File: src/rtl/ram_dp_pkg.sv
// rtl/ram_dp_pkg.sv - shared state type and sizing helper for ram_dp_param
package ram_dp_pkg;

  typedef enum logic {
    INIT = 1'b0,
    RUN  = 1'b1
  } state_t;

  // Returns ceil(log2(n)), never less than 1, so a single-word RAM still gets a 1-bit pointer.
  function automatic int clog2_f(input int n);
    int r;
    r = 1;
    for (int i = 1; i < 31; i++) begin
      if ((1 << i) < n) r = i + 1;
    end
    return r;
  endfunction

endpackage

File: src/rtl/ram_init_ctrl.sv
// rtl/ram_init_ctrl.sv - post-reset clear sweep FSM driving the RAM write port
module ram_init_ctrl
  import ram_dp_pkg::*;
#(
  parameter int DEPTH = 8,
  parameter int IDX_W = clog2_f(DEPTH)
) (
  input  logic             clk,
  input  logic             rst_n,
  output logic             clr_we,
  output logic [IDX_W-1:0] clr_addr,
  output logic             init_done
);

  localparam logic [IDX_W-1:0] LAST = IDX_W'(DEPTH - 1);

  state_t           state;
  logic [IDX_W-1:0] clr_ptr;

  assign clr_we   = (state == INIT);
  assign clr_addr = clr_ptr;

  always_ff @(posedge clk or negedge rst_n) begin
    if (!rst_n) begin
      state     <= INIT;
      clr_ptr   <= '0;
      init_done <= 1'b0;
    end else begin
      case (state)
        INIT: begin
          if (clr_ptr == LAST) begin
            state     <= RUN;
            init_done <= 1'b1;
          end else begin
            clr_ptr <= clr_ptr + 1'b1;
          end
        end
        RUN:     state <= RUN;
        default: state <= INIT;
      endcase
    end
  end

endmodule

File: src/rtl/ram_dp_param.sv
// rtl/ram_dp_param.sv - parametrised simple dual-port RAM with clear sweep and range checks
// RAM_DP_BYPASS_EN selects write-first on same-address collision; default build is read-first.
module ram_dp_param
  import ram_dp_pkg::*;
#(
  parameter int DATA_W = 4,
  parameter int ADDR_W = 8,
  parameter int DEPTH  = 8
) (
  input  logic              clk,
  input  logic              rst_n,
  input  logic              write_en,
  input  logic [ADDR_W-1:0] write_addr,
  input  logic [DATA_W-1:0] write_data,
  input  logic              read_en,
  input  logic [ADDR_W-1:0] read_addr,
  output logic [DATA_W-1:0] read_data,
  output logic              read_valid,
  output logic              addr_err,
  output logic              init_done
);

  localparam int              IDX_W   = clog2_f(DEPTH);
  localparam logic [ADDR_W:0] DEPTH_A = (ADDR_W + 1)'(DEPTH);

  logic              clr_we;
  logic [IDX_W-1:0]  clr_addr;
  logic              wr_ok;
  logic              rd_ok;
  logic              mem_we;
  logic [IDX_W-1:0]  mem_waddr;
  logic [IDX_W-1:0]  rd_idx;
  logic [DATA_W-1:0] mem_wdata;
  logic [DATA_W-1:0] mem [DEPTH];

  ram_init_ctrl #(
    .DEPTH (DEPTH),
    .IDX_W (IDX_W)
  ) u_init_ctrl (
    .clk       (clk),
    .rst_n     (rst_n),
    .clr_we    (clr_we),
    .clr_addr  (clr_addr),
    .init_done (init_done)
  );

  assign wr_ok  = ({1'b0, write_addr} < DEPTH_A);
  assign rd_ok  = ({1'b0, read_addr} < DEPTH_A);
  assign rd_idx = read_addr[IDX_W-1:0];

  // The sweep owns the write port until it finishes; user requests are ignored meanwhile.
  assign mem_we    = clr_we | (init_done & write_en & wr_ok);
  assign mem_waddr = clr_we ? clr_addr : write_addr[IDX_W-1:0];
  assign mem_wdata = clr_we ? '0 : write_data;

  always_ff @(posedge clk) begin
    if (mem_we) mem[mem_waddr] <= mem_wdata;
  end

`ifdef RAM_DP_BYPASS_EN
  logic collide;
  assign collide = write_en & wr_ok & (write_addr == read_addr);
`endif

  always_ff @(posedge clk or negedge rst_n) begin
    if (!rst_n) begin
      read_data  <= '0;
      read_valid <= 1'b0;
      addr_err   <= 1'b0;
    end else begin
      read_valid <= 1'b0;
      addr_err   <= 1'b0;
      if (init_done) begin
        addr_err <= (write_en & ~wr_ok) | (read_en & ~rd_ok);
        if (read_en) begin
          read_valid <= 1'b1;
          if (!rd_ok) begin
            read_data <= '0;
`ifdef RAM_DP_BYPASS_EN
          end else if (collide) begin
            read_data <= write_data;
`endif
          end else begin
            read_data <= mem[rd_idx];
          end
        end
      end
    end
  end

endmodule
File: config.mk
export PLATFORM = sky130hd
export DESIGN_NAME = ram_dp_param
export DESIGN_NICKNAME = d
export VERILOG_FILES = /design/src/rtl/ram_dp_pkg.sv /design/src/rtl/ram_init_ctrl.sv /design/src/rtl/ram_dp_param.sv
export SDC_FILE = /design/constraint.sdc
export NUM_CORES = 1
export LEC_CHECK = 0
export ABC_AREA = 1
export CORE_ASPECT_RATIO = 0.5
export CORE_MARGIN = 5
export CORE_UTILIZATION = 53
export DETAILED_ROUTE_END_ITERATION = 8
export PLACE_DENSITY = 0.86
export RECOVER_POWER = 25
export SETUP_SLACK_MARGIN = 0.2
export SYNTH_ARGS = -nofsm -noshare
export SYNTH_HDL_FRONTEND = slang
export SYNTH_SLANG_ARGS = --single-unit
File: constraint.sdc
create_clock -name clk -period 1.88 [get_ports clk]
set_clock_uncertainty 0.05 [all_clocks]
set_input_delay 0.47 -clock clk [delete_from_list [all_inputs] [get_ports clk]]
set_output_delay 0.47 -clock clk [all_outputs]
set_load 0.02 [all_outputs]
==> run_results.csv <==
group,metric,value,unit
grt,grt_max_degree,17,
grt,grt_usage,17.5,%
critical_path,cpMaxStageDelayCell,"clkdlybuf4s50_1",
final_layout,area_growth,28.9,%
synthesis,synth_top_area_share,48.2,%
timing,slew_headroom,67.3,%
clock_network,tritoncts,"built",
synthesis,avgSynthCellArea,9.73,um2
place,io_buffers,30,
synthesis,yosys.area.top_type,"edfxtp_1",
power_and_ir_drop,power_leakage,1.14,nW
synthesis,netlist_top_cells_count,"nand2_1 (64), edfxtp_1 (32), inv_1 (23)",
power_and_ir_drop,total_power,0.00177,W
critical_path,cp.required,1.85,ns
critical_path,regToRegSetupSlack,0.28,ns
critical_path,crit_chain,"clkdlybuf4s50_1 -> nand2_2 -> o21ai_4 -> inv_2 -> nor2_2 -> nand2_1 -> a21oi_2 -> buf_6",
timing,fmax,0.601,GHz
final_layout,stdcell_count,304,
critical_path,worst_setup_path_start_kind,"input port",
synthesis,synth_cells,205,
critical_path,critPathCaptureType,"register",
timing,rsz0062_at_grt,"false",
routing,detail-route-antenna-nets,0,
routing,drc_errors,0,
routing,vias,1568,
synthesis,synth_nets,231,
grt,grt_pass1_wl,6800,um
min_path,min_from,"read_data[3]",
routing,viasPerCell,5.16,
routing,drt-wirelength-per-cell,14.7,um
critical_path,endpoint,"mem[7][1]",
synthesis,ys_warn_count,0,
critical_path,crit_arrival,1.64,ns
clock_network,clk_pin_slew,0.08,ns
synthesis,async_reset_ff_share,25.6,%
clock_network,cts.sinks,43,
critical_path,r2r-end,"mem[7][1]",
synthesis,ys.flop_type,"edfxtp_1",
min_path,hold_class,"register to register",
timing,fin_crit,1.66,ns
grt,antenna_found_initial,0,
synthesis,synth_edf_count,32,
timing,worst_slack,0.215,ns
clock_network,insertion_delay,0.30,ns
die,dieArea,0.00517,mm2
die,ios,31,
die,die_h,53.4,um
timing,hold_ws,0.436,ns
critical_path,crit_type,"input port to register",
synthesis,netlist_top_cells_area,"edfxtp_1 (48%), dfrtp_1 (14%), nand2_1 (12%), nand3_1 (5.5%), inv_1 (4.3%)",
place,dp_cells,295,
die,coreArea,0.00353,mm2
synthesis,yosys_register_bits,43,
clock_network,cts_max_path_buffers,2,
synthesis,syn_area,0.00200,mm2
critical_path,crit_start,"write_addr[2]",
timing,hold_viol,0,
place,globalplace.congestion,0.833,
synthesis,ys_types,25,
place,hpwl,3050,um
critical_path,max_stage_delay,0.47,ns
critical_path,r2r-start,"u_init_ctrl.state",
run,maxCapViolCount,0,
timing,maxSlewViolCount,0,
die,start_util,56.6,%
timing,tightest_slew,0.491,ns
power_and_ir_drop,powerDensity,687,mW/mm2
routing,drtIter0Drc,213,
die,die_x,96.8,um
timing,period_share,88.5,%
place,dp_slack,-0.159,ns
final_layout,nets,278,
critical_path,reg2reg_depth,6,
clock_network,cts_buffers,5,
grt,gr-total-overflow,0,
grt,grt_pass1_vias,1439,
power_and_ir_drop,irDropWorstVdd,444,uV
final_layout,n_antenna_cell,0,
synthesis,synth.most_common_cell,"nand2_1",
routing,wl,4460,um
min_path,min_delay_path_depth,2,
critical_path,cp_max_fo,4,
clock_network,clockRootBuffer,"clkbuf_8",
final_layout,drive_gt1_share,17.8,%
timing,setup_violations,0,
routing,drtPass1Iterations,6,
run_status,status,"complete, no violations",
timing,finalSetupTns,0,ns
die,rows,15,
synthesis,synth_seq_area_share,61.9,%
clock_network,htree_num_levels,2,
==> critical path: cells and delay by family <==
kind / cells / cell delay (ns)
AOI/OAI and AO/OA: 2 / 0.23
buffers and inverters: 3 / 0.67
and+or+nand+nor: 3 / 0.26
==> flip-flops by register name (all words and copies together) (netlist names) <==
register,count
addr_err,1
mem,32
read_data,4
read_valid,1
u_init_ctrl.clr_addr,3
u_init_ctrl.init_done,1
u_init_ctrl.state,1
==> worst min path at each step <==
stage	to	slack, ns
detailed placement	read_data[3]	0.42
floorplan	addr_err	0.12
global placement	read_data[1]	0.42
finish	read_data[3]	0.44
global route	read_data[3]	0.46
CTS	read_data[3]	0.43
==> layer usage <==
metal	part of all wire, %	vias to the layer above	global-route usage (%)
li1	-	751	-
met1	40	703	21.2
met2	48	102	32.1
met3	10	12	3.55
met4	2.1	0	6.06
met5	0	-	0
==> per-stage QoR <==
stage          utilization (%)  area, um2
2_1_floorplan                -       2000
3_3_place_gp              68.6       2420
3_5_place_dp              68.6       2420
4_1_cts                   71.1       2510
5_1_grt                   72.9       2570
6_report                  72.9       2570
==> layout by cell type, fill, tap and decap left out, types with 2 or more instances in the layout <==
| master | synthesis | routed |
|---|---|---|
| nand2_1 | 64 | 62 |
| edfxtp_1 | 32 | 32 |
| inv_1 | 23 | 23 |
| nand3_1 | 22 | 22 |
| clkdlybuf4s50_1 | 0 | 16 |
| nor2_1 | 14 | 13 |
| buf_4 | 1 | 12 |
| dfrtp_1 | 11 | 10 |
| dlygate4sd2_1 | 0 | 7 |
| a21oi_2 | 0 | 5 |
| clkbuf_8 | 0 | 5 |
| dlymetal6s2s_1 | 0 | 5 |
| inv_2 | 4 | 4 |
| nor2_2 | 4 | 4 |
| nand2_2 | 1 | 3 |
| or2_0 | 3 | 3 |
| clkbuf_1 | 0 | 3 |
| nor2_4 | 1 | 2 |
| a21oi_4 | 0 | 2 |
| o21ai_0 | 2 | 2 |
| ha_1 | 2 | 2 |
| dlygate4sd3_1 | 0 | 2 |
| buf_6 | 3 | 2 |
==> layout make-up <==
cell class / instances / area, um2
Sequential cell: 43 / 1240
Fill cell: 236 / 956
Multi-Input combinational cell: 128 / 654
Inverter: 28 / 108
Clock buffer: 6 / 72.6
Clock inverter: 2 / 12.5
Tap cell: 51 / 63.8
Timing Repair Buffer: 46 / 424
==> report_power, final <==
| group | internal, W | switching, W | leakage [nW] |
|---|---|---|---|
| logic | 0.0000765 | 0.0000938 | 0.690 |
| registers | 0.00102 | 0.00000124 | 0.409 |
| clock network | 0.000260 | 0.000312 | 0.0412 |
| total | 0.00136 | 0.000407 | 1.14 |
==> what timing repair did <==
| item | CTS | global route |
|---|---|---|
| pin swaps | 0 | 6 |
| setup endpoints to repair | 39 | 32 |
| resized for setup | 10 | 18 |
| hold buffers | 0 | 0 |
| buffers inserted | 0 | 1 |
==> kinds of logic after synthesis <==
family,Yosys count,share of synthesized area (%)
XOR/XNOR,1,0.439
AO/OA/AOI/OAI,13,4.14
flip-flops,43,61.9
adder cells (fa/ha/maj),2,1.25
AND/OR/NAND/NOR,112,24.3
buffers and inverters,34,7.96
(Power assumes the default switching activity.)
